File: src/rtl/isa_defs.sv
// Shared ISA definitions for the multi-cycle datapath: opcodes, FSM state
// encodings, instruction field positions and small decode helpers.
package isa_defs;

  localparam logic [3:0] OP_ADD  = 4'h0;
  localparam logic [3:0] OP_SUB  = 4'h1;
  localparam logic [3:0] OP_AND  = 4'h2;
  localparam logic [3:0] OP_OR   = 4'h3;
  localparam logic [3:0] OP_SLT  = 4'h4;
  localparam logic [3:0] OP_SLL  = 4'h5;
  localparam logic [3:0] OP_ADDI = 4'h6;
  localparam logic [3:0] OP_LW   = 4'h7;
  localparam logic [3:0] OP_SW   = 4'h8;
  localparam logic [3:0] OP_J    = 4'h9;
  localparam logic [3:0] OP_SRL  = 4'hA;
  localparam logic [3:0] OP_XOR  = 4'hB;
  localparam logic [3:0] OP_NOR  = 4'hC;
  localparam logic [3:0] OP_LI   = 4'hD;
  localparam logic [3:0] OP_BEQ  = 4'hE;
  localparam logic [3:0] OP_BNE  = 4'hF;

  localparam logic [2:0] S_IDLE   = 3'd0;
  localparam logic [2:0] S_FETCH  = 3'd1;
  localparam logic [2:0] S_DECODE = 3'd2;
  localparam logic [2:0] S_EXEC   = 3'd3;
  localparam logic [2:0] S_MEM    = 3'd4;
  localparam logic [2:0] S_WB     = 3'd5;
  localparam logic [2:0] S_HALT   = 3'd6;

  localparam int OP_MSB  = 15;
  localparam int OP_LSB  = 12;
  localparam int RD_MSB  = 11;
  localparam int RD_LSB  = 9;
  localparam int RS_MSB  = 8;
  localparam int RS_LSB  = 6;
  localparam int RT_MSB  = 5;
  localparam int RT_LSB  = 3;
  localparam int SH_MSB  = 2;
  localparam int IMM_MSB = 5;
  localparam int OFF_MSB = 8;

  // Control-flow instructions finish in EXEC and never write a register.
  function automatic logic is_flow_op(input logic [3:0] op);
    return (op == OP_J) || (op == OP_BEQ) || (op == OP_BNE);
  endfunction

endpackage

File: src/rtl/alu_core.sv
// Combinational ALU for the multi-cycle datapath. Address and branch ops reuse
// the adder/subtractor; zero flags an equal compare for BEQ/BNE.
module alu_core
  import isa_defs::*;
#(
  parameter int DATA_W = 16
) (
  input  logic [3:0]        op,
  input  logic [DATA_W-1:0] a,
  input  logic [DATA_W-1:0] b,
  input  logic [2:0]        sh,
  output logic [DATA_W-1:0] result,
  output logic              zero
);

  // Result select by opcode
  always_comb begin
    result = {DATA_W{1'b0}};
    case (op)
      OP_ADD, OP_ADDI, OP_LW, OP_SW: result = a + b;
      OP_SUB, OP_BEQ, OP_BNE:        result = a - b;
      OP_AND:                        result = a & b;
      OP_OR:                         result = a | b;
      OP_XOR:                        result = a ^ b;
      OP_NOR:                        result = ~(a | b);
      OP_SLT:                        result = {{(DATA_W-1){1'b0}}, ($signed(a) < $signed(b))};
      OP_SLL:                        result = a << sh;
      OP_SRL:                        result = a >> sh;
      OP_LI:                         result = b;
      default:                       result = {DATA_W{1'b0}};
    endcase
  end

  assign zero = (result == {DATA_W{1'b0}});

endmodule

File: src/rtl/multicycle_datapath.sv
// Multi-cycle 16-bit-ISA core: FETCH/DECODE/EXEC/MEM/WB sequencing, loadable
// IMEM/DMEM, 8-entry register file. Optional DATAPATH_TRACE_EN adds retire ports.
module multicycle_datapath
  import isa_defs::*;
#(
  parameter int  DATA_W     = 16,
  parameter int  IMEM_DEPTH = 16,
  parameter int  DMEM_DEPTH = 8,
  localparam int PC_W       = $clog2(IMEM_DEPTH),
  localparam int DA_W       = $clog2(DMEM_DEPTH)
) (
  input  logic              clk,
  input  logic              reset,
  input  logic              start,
  input  logic              ld_we,
  input  logic              ld_sel,
  input  logic [PC_W-1:0]   ld_addr,
  input  logic [DATA_W-1:0] ld_wdata,
  input  logic [2:0]        dbg_raddr,
  output logic [DATA_W-1:0] dbg_rdata,
  output logic [PC_W-1:0]   pc,
  output logic              busy,
  output logic              halted
`ifdef DATAPATH_TRACE_EN
  ,
  output logic              retire_valid,
  output logic [PC_W-1:0]   retire_pc
`endif
);

  logic [2:0]        state_r, state_next_s;
  logic [PC_W-1:0]   pc_r, pc_next_s;
  logic [15:0]       ir_r;
  logic [DATA_W-1:0] a_r, b_r, d_r, alu_out_r, mdr_r;
  logic              busy_r, halted_r;
  logic [DATA_W-1:0] regs_r [0:7];
  logic [15:0]       imem_r [0:IMEM_DEPTH-1];
  logic [DATA_W-1:0] dmem_r [0:DMEM_DEPTH-1];

  logic [3:0]        op_s;
  logic [2:0]        rd_s, rs_s, rt_s, sh_s;
  logic [5:0]        imm6_s;
  logic [8:0]        off9_s;
  logic [31:0]       off_ext_s;
  logic [DATA_W-1:0] simm_s, zimm_s, alu_b_s, alu_result_s, wb_data_s;
  logic              alu_zero_s, idle_s;
  logic [DA_W-1:0]   dmem_addr_s;

  assign op_s      = ir_r[OP_MSB:OP_LSB];
  assign rd_s      = ir_r[RD_MSB:RD_LSB];
  assign rs_s      = ir_r[RS_MSB:RS_LSB];
  assign rt_s      = ir_r[RT_MSB:RT_LSB];
  assign sh_s      = ir_r[SH_MSB:0];
  assign imm6_s    = ir_r[IMM_MSB:0];
  assign off9_s    = ir_r[OFF_MSB:0];
  assign off_ext_s = {{23{off9_s[8]}}, off9_s};
  assign simm_s    = {{(DATA_W-6){imm6_s[5]}}, imm6_s};
  assign zimm_s    = {{(DATA_W-6){1'b0}}, imm6_s};
  assign idle_s    = (state_r == S_IDLE) || (state_r == S_HALT);
  assign dmem_addr_s = alu_out_r[DA_W-1:0];
  assign wb_data_s = (op_s == OP_LW) ? mdr_r : alu_out_r;

  // ALU second operand: immediates for I-type, rd value for branch compare
  always_comb begin
    alu_b_s = b_r;
    case (op_s)
      OP_ADDI, OP_LW, OP_SW: alu_b_s = simm_s;
      OP_LI:                 alu_b_s = zimm_s;
      OP_BEQ, OP_BNE:        alu_b_s = d_r;
      default:               alu_b_s = b_r;
    endcase
  end

  alu_core #(.DATA_W(DATA_W)) u_alu (
    .op     (op_s),
    .a      (a_r),
    .b      (alu_b_s),
    .sh     (sh_s),
    .result (alu_result_s),
    .zero   (alu_zero_s)
  );

  // Next PC computed in EXEC; J with off9==0 leaves PC unchanged (halt)
  always_comb begin
    pc_next_s = pc_r + PC_W'(1);
    case (op_s)
      OP_J:   pc_next_s = PC_W'(32'(pc_r) + off_ext_s);
      OP_BEQ: begin
        if (alu_zero_s) pc_next_s = PC_W'(imm6_s);
        else            pc_next_s = pc_r + PC_W'(1);
      end
      OP_BNE: begin
        if (!alu_zero_s) pc_next_s = PC_W'(imm6_s);
        else             pc_next_s = pc_r + PC_W'(1);
      end
      default: pc_next_s = pc_r + PC_W'(1);
    endcase
  end

  // FSM next-state
  always_comb begin
    state_next_s = state_r;
    case (state_r)
      S_IDLE, S_HALT: begin
        if (start) state_next_s = S_FETCH;
        else       state_next_s = state_r;
      end
      S_FETCH:  state_next_s = S_DECODE;
      S_DECODE: state_next_s = S_EXEC;
      S_EXEC: begin
        if ((op_s == OP_J) && (off9_s == 9'd0))     state_next_s = S_HALT;
        else if (is_flow_op(op_s))                  state_next_s = S_FETCH;
        else if ((op_s == OP_LW) || (op_s == OP_SW)) state_next_s = S_MEM;
        else                                        state_next_s = S_WB;
      end
      S_MEM: begin
        if (op_s == OP_LW) state_next_s = S_WB;
        else               state_next_s = S_FETCH;
      end
      S_WB:    state_next_s = S_FETCH;
      default: state_next_s = S_IDLE;
    endcase
  end

  // Sequencer, pipeline latches and register file
  always_ff @(posedge clk or negedge reset) begin
    if (!reset) begin
      state_r   <= S_IDLE;
      pc_r      <= {PC_W{1'b0}};
      ir_r      <= 16'h0000;
      a_r       <= {DATA_W{1'b0}};
      b_r       <= {DATA_W{1'b0}};
      d_r       <= {DATA_W{1'b0}};
      alu_out_r <= {DATA_W{1'b0}};
      mdr_r     <= {DATA_W{1'b0}};
      busy_r    <= 1'b0;
      halted_r  <= 1'b0;
      for (int i = 0; i < 8; i++) regs_r[i] <= {DATA_W{1'b0}};
    end else begin
      state_r  <= state_next_s;
      busy_r   <= (state_next_s != S_IDLE) && (state_next_s != S_HALT);
      halted_r <= (state_next_s == S_HALT);
      case (state_r)
        S_IDLE, S_HALT: if (start) pc_r <= {PC_W{1'b0}};
        S_FETCH:  ir_r <= imem_r[pc_r];
        S_DECODE: begin
          a_r <= regs_r[rs_s];
          b_r <= regs_r[rt_s];
          d_r <= regs_r[rd_s];
        end
        S_EXEC: begin
          alu_out_r <= alu_result_s;
          pc_r      <= pc_next_s;
        end
        S_MEM: mdr_r <= dmem_r[dmem_addr_s];
        S_WB:  if (rd_s != 3'd0) regs_r[rd_s] <= wb_data_s;
        default: ;
      endcase
    end
  end

  // Memories: host load port while stopped, SW store at the end of MEM
  always_ff @(posedge clk) begin
    if (ld_we && idle_s) begin
      if (ld_sel) dmem_r[ld_addr[DA_W-1:0]] <= ld_wdata;
      else        imem_r[ld_addr] <= ld_wdata[15:0];
    end
    if ((state_r == S_MEM) && (op_s == OP_SW)) dmem_r[dmem_addr_s] <= d_r;
  end

  assign dbg_rdata = regs_r[dbg_raddr];
  assign pc        = pc_r;
  assign busy      = busy_r;
  assign halted    = halted_r;

`ifdef DATAPATH_TRACE_EN
  logic [PC_W-1:0] ipc_r, retire_pc_r;
  logic            retire_valid_r, retire_next_s;

  // Raised on the edge that enters an instruction's final state
  assign retire_next_s = ((state_r == S_DECODE) && is_flow_op(op_s)) ||
                         (state_next_s == S_WB) ||
                         ((state_next_s == S_MEM) && (op_s == OP_SW));

  // Retire trace registers; ipc_r holds the fetched instruction's PC
  always_ff @(posedge clk or negedge reset) begin
    if (!reset) begin
      ipc_r          <= {PC_W{1'b0}};
      retire_pc_r    <= {PC_W{1'b0}};
      retire_valid_r <= 1'b0;
    end else begin
      if (state_r == S_FETCH) ipc_r <= pc_r;
      retire_valid_r <= retire_next_s;
      if (retire_next_s) retire_pc_r <= ipc_r;
    end
  end

  assign retire_valid = retire_valid_r;
  assign retire_pc    = retire_pc_r;
`endif

endmodule

File: config.mk
export PLATFORM = sky130hd
export DESIGN_NAME = multicycle_datapath
export DESIGN_NICKNAME = d
export VERILOG_FILES = /design/src/rtl/isa_defs.sv /design/src/rtl/alu_core.sv /design/src/rtl/multicycle_datapath.sv
export SDC_FILE = /design/constraint.sdc
export NUM_CORES = 1
export LEC_CHECK = 0
export CAP_MARGIN = 20
export CORE_MARGIN = 2
export CORE_UTILIZATION = 60
export CTS_BUF_LIST = sky130_fd_sc_hd__clkbuf_4 sky130_fd_sc_hd__clkbuf_8
export CTS_CLUSTER_DIAMETER = 50
export DETAILED_ROUTE_END_ITERATION = 10
export GPL_TIMING_DRIVEN = 1
export MAX_ROUTING_LAYER = met4
export PLACE_DENSITY = 0.77
export SLEW_MARGIN = 20
export SYNTH_ARGS = -nofsm -noshare
export SYNTH_HDL_FRONTEND = slang
export SYNTH_SLANG_ARGS = --single-unit
export TNS_END_PERCENT = 10
File: constraint.sdc
create_clock -name clk -period 11.9 [get_ports clk]
set_clock_uncertainty 0.05 [all_clocks]
set_input_delay 2.38 -clock clk [delete_from_list [all_inputs] [get_ports clk]]
set_output_delay 2.38 -clock clk [all_outputs]
set_load 0.02 [all_outputs]
==> summary.txt <==
Drt
  • Final ANT Viol Nets: 0
  • Via/cell ratio: 6.83
  • Residual DRC: 0
  • Starting DRT DRC Count: 2432
  • Routed vias: about 21000
  • WL final: 88800 µm
  • Post-DR wirelength/cell: 28.3 µm
  • TritonRoute pass-1 iters: 5

Setup path
  • Crit start category: primary input
  • Critical Path Max Stage Delay: 1.27 ns
  • Critical-path cell list: clkdlybuf4s50_1 > mux2_2 > clkdlybuf4s50_1
  • Slowest cell on the critical path: clkdlybuf4s50_1
  • CP Capture Type: output pin
  • R2R setup slack: ~5.7 ns
  • Worst Path Arrival: 4.67 ns
  • Most used cell, CP: clkdlybuf4s50_1
  • Worst-path fanout max: 16
  • Reg2reg path depth: 18
  • Critical path type: in2out
  • R2R Path End: pc[1]
  • Reg-to-Reg Start: ir_r[14]
  • Req. time, crit path: 9.47 ns

Timing
  • Unrepaired setup endpoints after global routing: false
  • Fin. Hold Viols: 0
  • Setup tns final: 0 ns
  • Fin. max-slew vios: 0
  • Period minus WS final: ~7.1 ns
  • Slew HR: 19.3%
  • Worst-margin pin slew: 1.21 ns
  • Tcrit/Tclk final: between 50% and 60%
  • Final-report setup violation count: 0
  • Max frequency: 0.141 GHz

Clock network
  • H-tree depth: 3
  • Clock slew at reported path FFs: 0.07 ns
  • # Post-CTS Setup Buffers: 0
  • Num CTS Buffers: between 90 and 100
  • CTS tree: built
  • Hold Buf Count CTS: 0
  • Root Driver: clkbuf_8
  • Post-CTS resize count: 0
  • Skew-Pair Late Insertion Delay: 0.74 ns
  • Clk sinks: a little over 600
  • Max Buffers Root-to-Sink: 3

Finish
  • Final instance area: 34700 µm²
  • Share of cells above drive strength 1: between 20% and 30%
  • Area grow syn2layout: 10.3%
  • Reg area: 17400 µm²
  • Fillers: 3521
  • Post-Layout Cell Count: about 3100
  • Multi-input gate area: 13100 µm²
  • Nets: 2455

Yosys
  • Synth Net Count: between 2000 and 2500
  • Synth async-reset ratio: 37.8%
  • Synth top area share: 36.6%
  • Warnings, synthesis: 0
  • Fraction of the mapped netlist area in adder cells: under 10%
  • Mux cell area share after synthesis: 21.6%
  • Top cells by area, synth: edfxtp_1 (37%), dfrtp_1 (19%), mux4_2 (16%), mux2i_1 (3.5%), a21oi_1 (3.0%)
  • Synth Instances: 2345
  • Post-synth EDFFs: approximately 380
  • Yosys reg bits: 617
  • Most used DFF post-synth: edfxtp_1
  • Post-Synth XOR/XNOR Area: 0.274%
  • Post-Syn Area: 31500 µm²
  • Sequential fraction of the synthesis area: 55.1%
  • Mean Syn Cell Area: 13.4 µm²
  • Simple-Gate Fraction of Synth Area: 7.63%
  • Synth Area in Compound Gates: 9.73%
  • Combinational family with the most area after synthesis: multiplexers
  • Count of different cell masters after synthesis: 98
  • Yosys top cell by area: edfxtp_1

Global routing
  • Grt ovf: 0
  • Initial antenna violation count: 2
  • First-pass GRT wire length: roughly 130000 µm
  • Vias in the first global route: 21113
  • GRT Total Usage: 34.7%
  • Pin count of the biggest net entering global routing: 95

Placed design
  • Port bufs: 49
  • Gpl congestion: 0.967
  • DP Wirelength: about 58000 µm
  • Placed cell area: 32600 µm²
  • DP Cell Count: 2952

Die
  • Num rows: 83
  • Die width: roughly 230 µm
  • Core area: approximately 52000 µm²
  • Die area: 54300 µm²
  • Initial core utilization: 61.0%
  • DIE HEIGHT: 233 µm
  • IO Pins: 50

Hold path
  • Hold Path Sink: regs_r[123]
  • Hold path startpoint: regs_r[123]
  • Worst Hold Class: reg2reg
  • Worst hold path stage count: 0

Job
  • Max Cap Viol: 0

Power and ir drop
  • Pwr dens: 288 nW/µm²
  • Max IR drop VDD: 0.164 mV
  • Overall Power: 10000 µW
  • P_leak: 0.0129 µW

Run status
  • Outcome: finished, final reports clean
==> logic make-up after synthesis <==
kind of cell / after synthesis
XOR/XNOR: 9
adder cells (fa/ha/maj): 55
flip-flops: 617
buffers and inverters: 252
AO/OA/AOI/OAI: 478
multiplexers: 387
AND/OR/NAND/NOR: 547
==> Yosys cell counts, types with 5 or more instances <==
master	number
o211ai_1	13
a221oi_1	19
and2_1	7
o21ai_0	91
buf_1	35
mux4_2	228
a31oi_1	13
a22o_1	10
nand4_1	5
o2111ai_1	6
buf_6	10
edfxtp_1	384
nor2_1	226
nand2_1	195
mux2_2	49
xor2_1	5
a22oi_1	20
a21o_1	7
nor2b_1	17
nand2b_1	6
a211oi_1	8
o221ai_1	10
inv_1	56
nor3_1	16
dfrtp_1	233
o31ai_1	6
nor4_1	6
ha_1	52
buf_2	13
buf_4	7
mux2i_1	109
nand3_1	29
a221o_1	13
clkbuf_1	124
a21oi_1	190
a211o_1	6
a32oi_1	7
==> worst max-delay path by stage <==
| stage | start | endpoint | slack (ns) |
|---|---|---|---|
| after floorplan | dbg_raddr[0] | dbg_rdata[0] | 5.45 |
| after global placement | dbg_raddr[2] | dbg_rdata[13] | 4.89 |
| after detailed placement | dbg_raddr[2] | dbg_rdata[13] | 4.87 |
| after CTS | dbg_raddr[2] | dbg_rdata[13] | 4.86 |
| after global routing | dbg_raddr[2] | dbg_rdata[10] | 4.80 |
| final | dbg_raddr[2] | dbg_rdata[15] | 4.80 |
==> power breakdown <==
group | switching (µW) | internal [µW]
sequential | 551 | 2640
clock | 868 | 1030
combinational | 2900 | 2020
total | 4320 | 5690
==> final cells by class <==
| cell class | instances | area share (%) |
|---|---|---|
| Antenna cell | 6 | 0.0432 |
| Clock buffer | 132 | 4.80 |
| Clock inverter | 48 | 1.20 |
| Inverter | 61 | 0.670 |
| Multi-Input combinational cell | 1476 | 37.9 |
| Sequential cell | 617 | 50.0 |
| Tap cell | 680 | 2.45 |
| Timing Repair Buffer | 119 | 2.96 |
==> state kept, by name (all words and copies together), names as in the netlist <==
| name | cells |
|---|---|
| busy | 1 |
| mdr_r | 16 |
| ir_r | 16 |
| pc | 4 |
| halted | 1 |
| regs_r | 128 |
| state_r | 3 |
| dmem_r | 128 |
| alu_out_r | 16 |
| d_r | 16 |
| a_r | 16 |
| imem_r | 256 |
| b_r | 16 |
==> through the flow <==
step           hold slack, ns  setup WS (ns)  utilization, %
3_5_place_dp            0.380           4.87            63.2
4_1_cts                 0.398           4.86            67.2
6_report                0.400           4.80            67.3
2_1_floorplan           0.388           5.45               -
5_1_grt                 0.411           4.80            67.3
3_3_place_gp            0.370           4.89            63.2
==> layout by cell type (no fill, tap or decap), types with 16 or more instances in the layout <==
cell / instances
edfxtp_1: 384
mux4_2: 228
dfrtp_1: 225
nor2_1: 211
nand2_1: 195
a21oi_1: 190
mux2i_1: 109
clkbuf_8: 108
o21ai_0: 91
buf_4: 69
inv_1: 56
ha_1: 52
mux2_2: 49
clkdlybuf4s50_1: 47
nand3_1: 29
clkbuf_4: 24
a22oi_1: 20
clkinv_2: 19
a221oi_1: 19
nor2b_1: 16
clkinv_1: 16
==> per-layer routing <==
metal / track usage [%] / vias up / wire length, µm
met1: 45.2 / 10885 / 33500
met4: 13.6 / 0 / 3810
met2: 54.3 / 1235 / 43100
met5: - / - / 0
met3: 6.90 / 217 / 8400
li1: - / 9094 / -
==> worst max-delay path: cells and delay by family <==
kind                   cells  cell delay (ns)
muxes                      1             0.46
buffers and inverters      2             1.82
Power figures use the tool's default switching activity.
